**config.mk**
```make
export PLATFORM = sky130hd
export DESIGN_NAME = fifo_read_arbiter
export DESIGN_NICKNAME = d
export VERILOG_FILES = /design/src/rtl/fifo_read_arbiter.sv
export SDC_FILE = /design/constraint.sdc
export NUM_CORES = 1
export LEC_CHECK = 0
export ABC_AREA = 1
export BUFFER_PORTS_ARGS = -buffer_cell sky130_fd_sc_hd__buf_2
export CAP_MARGIN = 10
export CORE_MARGIN = 10
export CORE_UTILIZATION = 32
export CTS_CLUSTER_DIAMETER = 40
export CTS_CLUSTER_SIZE = 12
export DETAILED_ROUTE_END_ITERATION = 7
export GPL_ROUTABILITY_DRIVEN = 0
export REMOVE_ABC_BUFFERS = 1
export SETUP_SLACK_MARGIN = 0.1
export SLEW_MARGIN = 20
export SYNTH_ARGS = -nofsm -noshare
export SYNTH_HDL_FRONTEND = slang
export SYNTH_SLANG_ARGS = --single-unit
```
**constraint.sdc**
```tcl
create_clock -name clk -period 2.7 [get_ports clk]
set_input_delay 0.405 -clock clk [delete_from_list [all_inputs] [get_ports clk]]
set_output_delay 0.405 -clock clk [all_outputs]
set_load 0.01 [all_outputs]
```
**src/rtl/fifo_read_arbiter.sv**
```systemverilog
`default_nettype none
// ============================================================================
// fifo_read_arbiter : round-robin burst arbiter for a shared FIFO read port
// Revision 1.0
// ============================================================================
module fifo_read_arbiter #(
  parameter int DATA_WIDTH  = 8,
  parameter int NUM_REQ     = 4,
  parameter int BURST_WIDTH = 4,
  parameter int ID_WIDTH    = $clog2(NUM_REQ)
) (
  input  logic                           clk,
  input  logic                           rst,
  input  logic [NUM_REQ-1:0]             req,
  input  logic [NUM_REQ*BURST_WIDTH-1:0] req_len,
  output logic [NUM_REQ-1:0]             gnt,
  input  logic                           fifo_empty,
  input  logic [DATA_WIDTH-1:0]          fifo_rdata,
  output logic                           fifo_rinc,
  output logic [DATA_WIDTH-1:0]          out_data,
  output logic                           out_valid,
  output logic [ID_WIDTH-1:0]            out_id,
  output logic                           out_last,
  input  logic                           out_ready,
  output logic                           burst_abort
);

  localparam logic [BURST_WIDTH:0] ONE     = 1;
  localparam logic [NUM_REQ-1:0]   GNT_ONE = 1;
  localparam logic [ID_WIDTH-1:0]  LAST_RST = ID_WIDTH'(NUM_REQ - 1);

  typedef enum logic [0:0] {
    IDLE  = 1'b0,
    BURST = 1'b1
  } state_t;

  state_t                 state;
  state_t                 state_next;
  logic [ID_WIDTH-1:0]    last_id;
  logic [ID_WIDTH-1:0]    winner;
  logic [ID_WIDTH-1:0]    cand;
  logic                   found;
  logic [BURST_WIDTH:0]   remaining;
  logic [BURST_WIDTH-1:0] win_len;
  logic                   abort;
  logic                   done;

  // Search starts one past the previous owner so every requester gets a turn.
  always_comb begin
    found  = 1'b0;
    winner = '0;
    cand   = '0;
    for (int k = 1; k <= NUM_REQ; k++) begin
      cand = ID_WIDTH'((int'(last_id) + k) % NUM_REQ);
      if (!found && req[cand]) begin
        found  = 1'b1;
        winner = cand;
      end
    end
  end

  assign win_len = req_len[int'(winner)*BURST_WIDTH +: BURST_WIDTH];

  always_comb begin
    state_next = state;
    fifo_rinc  = 1'b0;
    abort      = 1'b0;
    done       = 1'b0;
    case (state)
      IDLE: begin
        if (found) state_next = BURST;
      end
      BURST: begin
        if (!req[last_id]) begin
          abort      = 1'b1;
          state_next = IDLE;
        end else if (!fifo_empty && (!out_valid || out_ready)) begin
          fifo_rinc = 1'b1;
          if (remaining == ONE) begin
            done       = 1'b1;
            state_next = IDLE;
          end
        end
      end
      default: state_next = IDLE;
    endcase
  end

  always_ff @(posedge clk) begin
    if (rst) state <= IDLE;
    else     state <= state_next;
  end

  always_ff @(posedge clk) begin
    if (rst) begin
      gnt         <= '0;
      last_id     <= LAST_RST;
      remaining   <= '0;
      out_data    <= '0;
      out_valid   <= 1'b0;
      out_id      <= '0;
      out_last    <= 1'b0;
      burst_abort <= 1'b0;
    end else begin
      burst_abort <= abort;
      if (state == IDLE && found) begin
        gnt       <= GNT_ONE << winner;
        last_id   <= winner;
        remaining <= {1'b0, win_len} + ONE;
      end else if (abort || done) begin
        gnt <= '0;
      end
      // A pop refills the output register even while the old word is being taken.
      if (fifo_rinc) begin
        remaining <= remaining - ONE;
        out_data  <= fifo_rdata;
        out_id    <= last_id;
        out_valid <= 1'b1;
        out_last  <= (remaining == ONE);
      end else if (out_ready) begin
        out_valid <= 1'b0;
      end
    end
  end

endmodule
`default_nettype wire

```
==> summary.md <==
| Metric | Value |
|---|---|
| Initial Util | 32.6% |
| YS warnings | 0 |
| Die X | 94.7 µm |
| Vias in the first global route | 1777 |
| IO Pins | 50 |
| Postcts setup bufs | 0 |
| Post-route setup TNS | 0 ps |
| Flops & latches, synth | 25 |
| Initial antenna violation count | 0 |
| Vias/cell | 4.61 |
| Maximum operating frequency | 435 MHz |
| Setup crit start | last_id[0]$_SDFFE_PP1P_ |
| Post-synth cell types | 30 |
| Startpoint types | flop |
| Routed WL per cell | 11.6 µm |
| Crit Reg-Reg Startpoint | last_id[0]$_SDFFE_PP1P_ |
| CP Class | flop to flop |
| DR iter-0 viols | 65 |
| DIE AREA | 8960 µm² |
| Port buffer count | 49 |
| Yosys top cell by area | dfxtp_1 |
| Final worst-path cycle share | 85.1% |
| RSZ-0062 raised after global routing | false |
| Synthesized instance count | 256 |
| Drt pass-1 iters | 4 |
| Hold/Removal Path Class | input port to flop |
| Max stage delay on crit path | 310 ps |
| Worst r2r path cells | 16 |
| Crit Path Max Fanout | 13 |
| Data required, critical path | 2850 ps |
| Slew Viols, Final | 0 |
| Delay-heaviest family, CP | simple AND/OR/NAND/NOR gates |
| Status | completed |
| Rel. slew slack | 76.0% |
| Fraction of final layout cells sized beyond drive strength 1 | 34.8% |
| WP depth | 16 |
| Num CTS Buffers | 3 |
| CTS Buffer Depth | 2 |
| Sequential cell area | 502 µm² |
| Most frequent cells in the layout | nand2_1 (61), buf_2 (49), inv_1 (28) |
| Layout fillers | 605 |
| # rows | 27 |
| Post-synth ARST share | 0% |
| First-pass GRT wire length | 7.53 mm |
| Seq/Total Area, Yosys | 28.1% |
| Peak supply drop | 0.000438 V |
| Max-cap viol count | 0 |
| Slowest cell on crit path | dfxtp_1 |
| DRT Wirelength | 4.38 mm |
| Skew final | 4.75 ps |
| # nets final | 341 |
| DRC Markers | 0 |
| Setup violators final | 0 |
| Final Hold Fails | 0 |
| Critical path arrival | 2450 ps |
| Synth-to-layout area growth | 19.9% |
| Multi-input logic area | 1080 µm² |
| Most common library cell in the layout ignoring fill and taps | nand2_1 |
| R2R setup slack | 400 ps |
| Pin count of the biggest net entering global routing | 17 |
| Via count | 1737 |
| Min Tclk post-route | 2300 ps |
| CP endpoint | remaining[1]$_SDFFE_PP0P_ |
| H-tree depth | 1 |
| Largest cells by area after synthesis | dfxtp_1 (28%), nand2_1 (13%), nand2_4 (6.9%) |
| Critical Path, Cell by Cell | buf_4 -> inv_12 -> nand2_2 -> nand3_1 -> nand2_2 -> nor2_8 -> nand3_4 -> nand3_4 -> nand2_1 -> nand2_1 -> nand2_1 -> nand2_2 -> inv_2 -> ha_1 -> a211oi_1 -> a211oi_1 |
| Final ANT Viol Nets | 0 |
| Root Buffer | clkbuf_8 |
| WP buf/inv | 3 |
| Core Area | 5470 µm² |
| Total gr overflow | 0 |
| Worst Tran Pin Value | 359 ps |
| Leak pwr | 0.00114 µW |
| Resized cells post-CTS | 0 |
| Mapped cell area | 1780 µm² |
| Clock slew at reported path FFs | 90 ps |
| Number of synthesized flops with an enable pin | 0 |
| R2r endpoint | remaining[1]$_SDFFE_PP0P_ |
| Hold-fix buffers, CTS | 0 |
| Later-pin clock latency in the skew report | 270 ps |
| Setup crit end kind | flop |
| TritonCTS Sinks | 25 |
| Top_reg_cell synth | dfxtp_1 |
| Mean Syn Cell Area | 6.97 µm² |
| Antenna cells | 0 |
| Final Util | 39.1% |
| Pwr per Cell Area | 1290 nW/µm² |
| Synth top area share | 28.1% |
| Die Ht | 94.7 µm |
| Total Routing Usage GR | 9.93% |
| CTS tree | done |
| Post-DP HPWL | 3.59 mm |
[synthesized netlist by cell type (3+ instances only)]
cell type and n:
nand3_1 11, nand2_1 61, nand2_4 11, nand3_2 6, nor2_1 24, nand3_4 3
clkbuf_1 4, nor2_2 3, nor2_4 3, ha_1 3, a21oi_1 15, o21ai_0 15
dfxtp_1 25, nand2_2 15, nand4_1 9, inv_1 28, inv_2 4
[worst min-delay path: stages]
cell     delay (ps)
buf_2            80
o21ai_0          70
nor2_1           70
[per-layer routing]
layer	global-route usage, %	wire (µm)	vias up
li1	-	-	918
met1	11.2	1920	762
met2	17.8	2030	54
met3	2.93	398	3
met4	2.37	29	0
met5	0	0	-
[kinds of logic after synthesis]
kind of cell	count (synthesis)	share of synthesized area, %
fa+ha+maj	3	2.10
compound gates	36	10.7
buf+inv	42	11.1
simple gates	148	47.0
flops	25	28.1
xor+xnor	2	0.982
[area by class of cell]
cell class	instances	share of cell area (%)
inverters	35	6.84
clock inverters	1	0.351
multi-input cells	189	50.7
clock buffers	3	1.93
repair buffers	52	12.5
well taps	72	4.21
flip-flops and latches	25	23.5
[through the flow]
| step | cells | instance area, µm² | setup slack (ps) | hold WS (ps) | power [µW] |
|---|---|---|---|---|---|
| floorplan | 249 | 1730 | 344 | 474 | 2150 |
| global placement | 373 | 2090 | 397 | 451 | 2550 |
| detailed placement | 373 | 2090 | 365 | 456 | 2570 |
| CTS | 377 | 2140 | 337 | 377 | 2810 |
| global route | 377 | 2140 | 171 | 403 | 3100 |
| finish | 377 | 2140 | 403 | 382 | 2770 |
[worst min-delay path by stage]
stage                     slack, ps           startpoint                  endpoint  depth (start not counted)
after floorplan                 470                  rst       gnt[0]$_SDFFE_PP0P_                          1
after global placement          450  gnt[2]$_SDFFE_PP0P_       gnt[2]$_SDFFE_PP0P_                          2
after detailed placement        460  gnt[2]$_SDFFE_PP0P_       gnt[2]$_SDFFE_PP0P_                          2
after CTS                       380        fifo_rdata[4]  out_data[4]$_SDFFE_PP0P_                          3
after global routing            400            out_ready    out_valid$_SDFFE_PP0P_                          4
final                           380        fifo_rdata[4]  out_data[4]$_SDFFE_PP0P_                          3
[sequential cells by signal (all words and copies together), names as in the netlist]
register     cells
burst_abort      1
gnt              4
last_id          2
out_data         8
out_id           2
out_last         1
out_valid        1
remaining        5
state            1
[where the power goes]
group | switching [µW] | total (µW) | leakage (µW) | internal (µW)
clock network | 118 | 222 | 0.0000217 | 105
registers | 70.0 | 548 | 0.000205 | 478
logic | 1300 | 2000 | 0.000910 | 702
total | 1480 | 2770 | 0.00114 | 1280
Power figures use the tool's default switching activity.
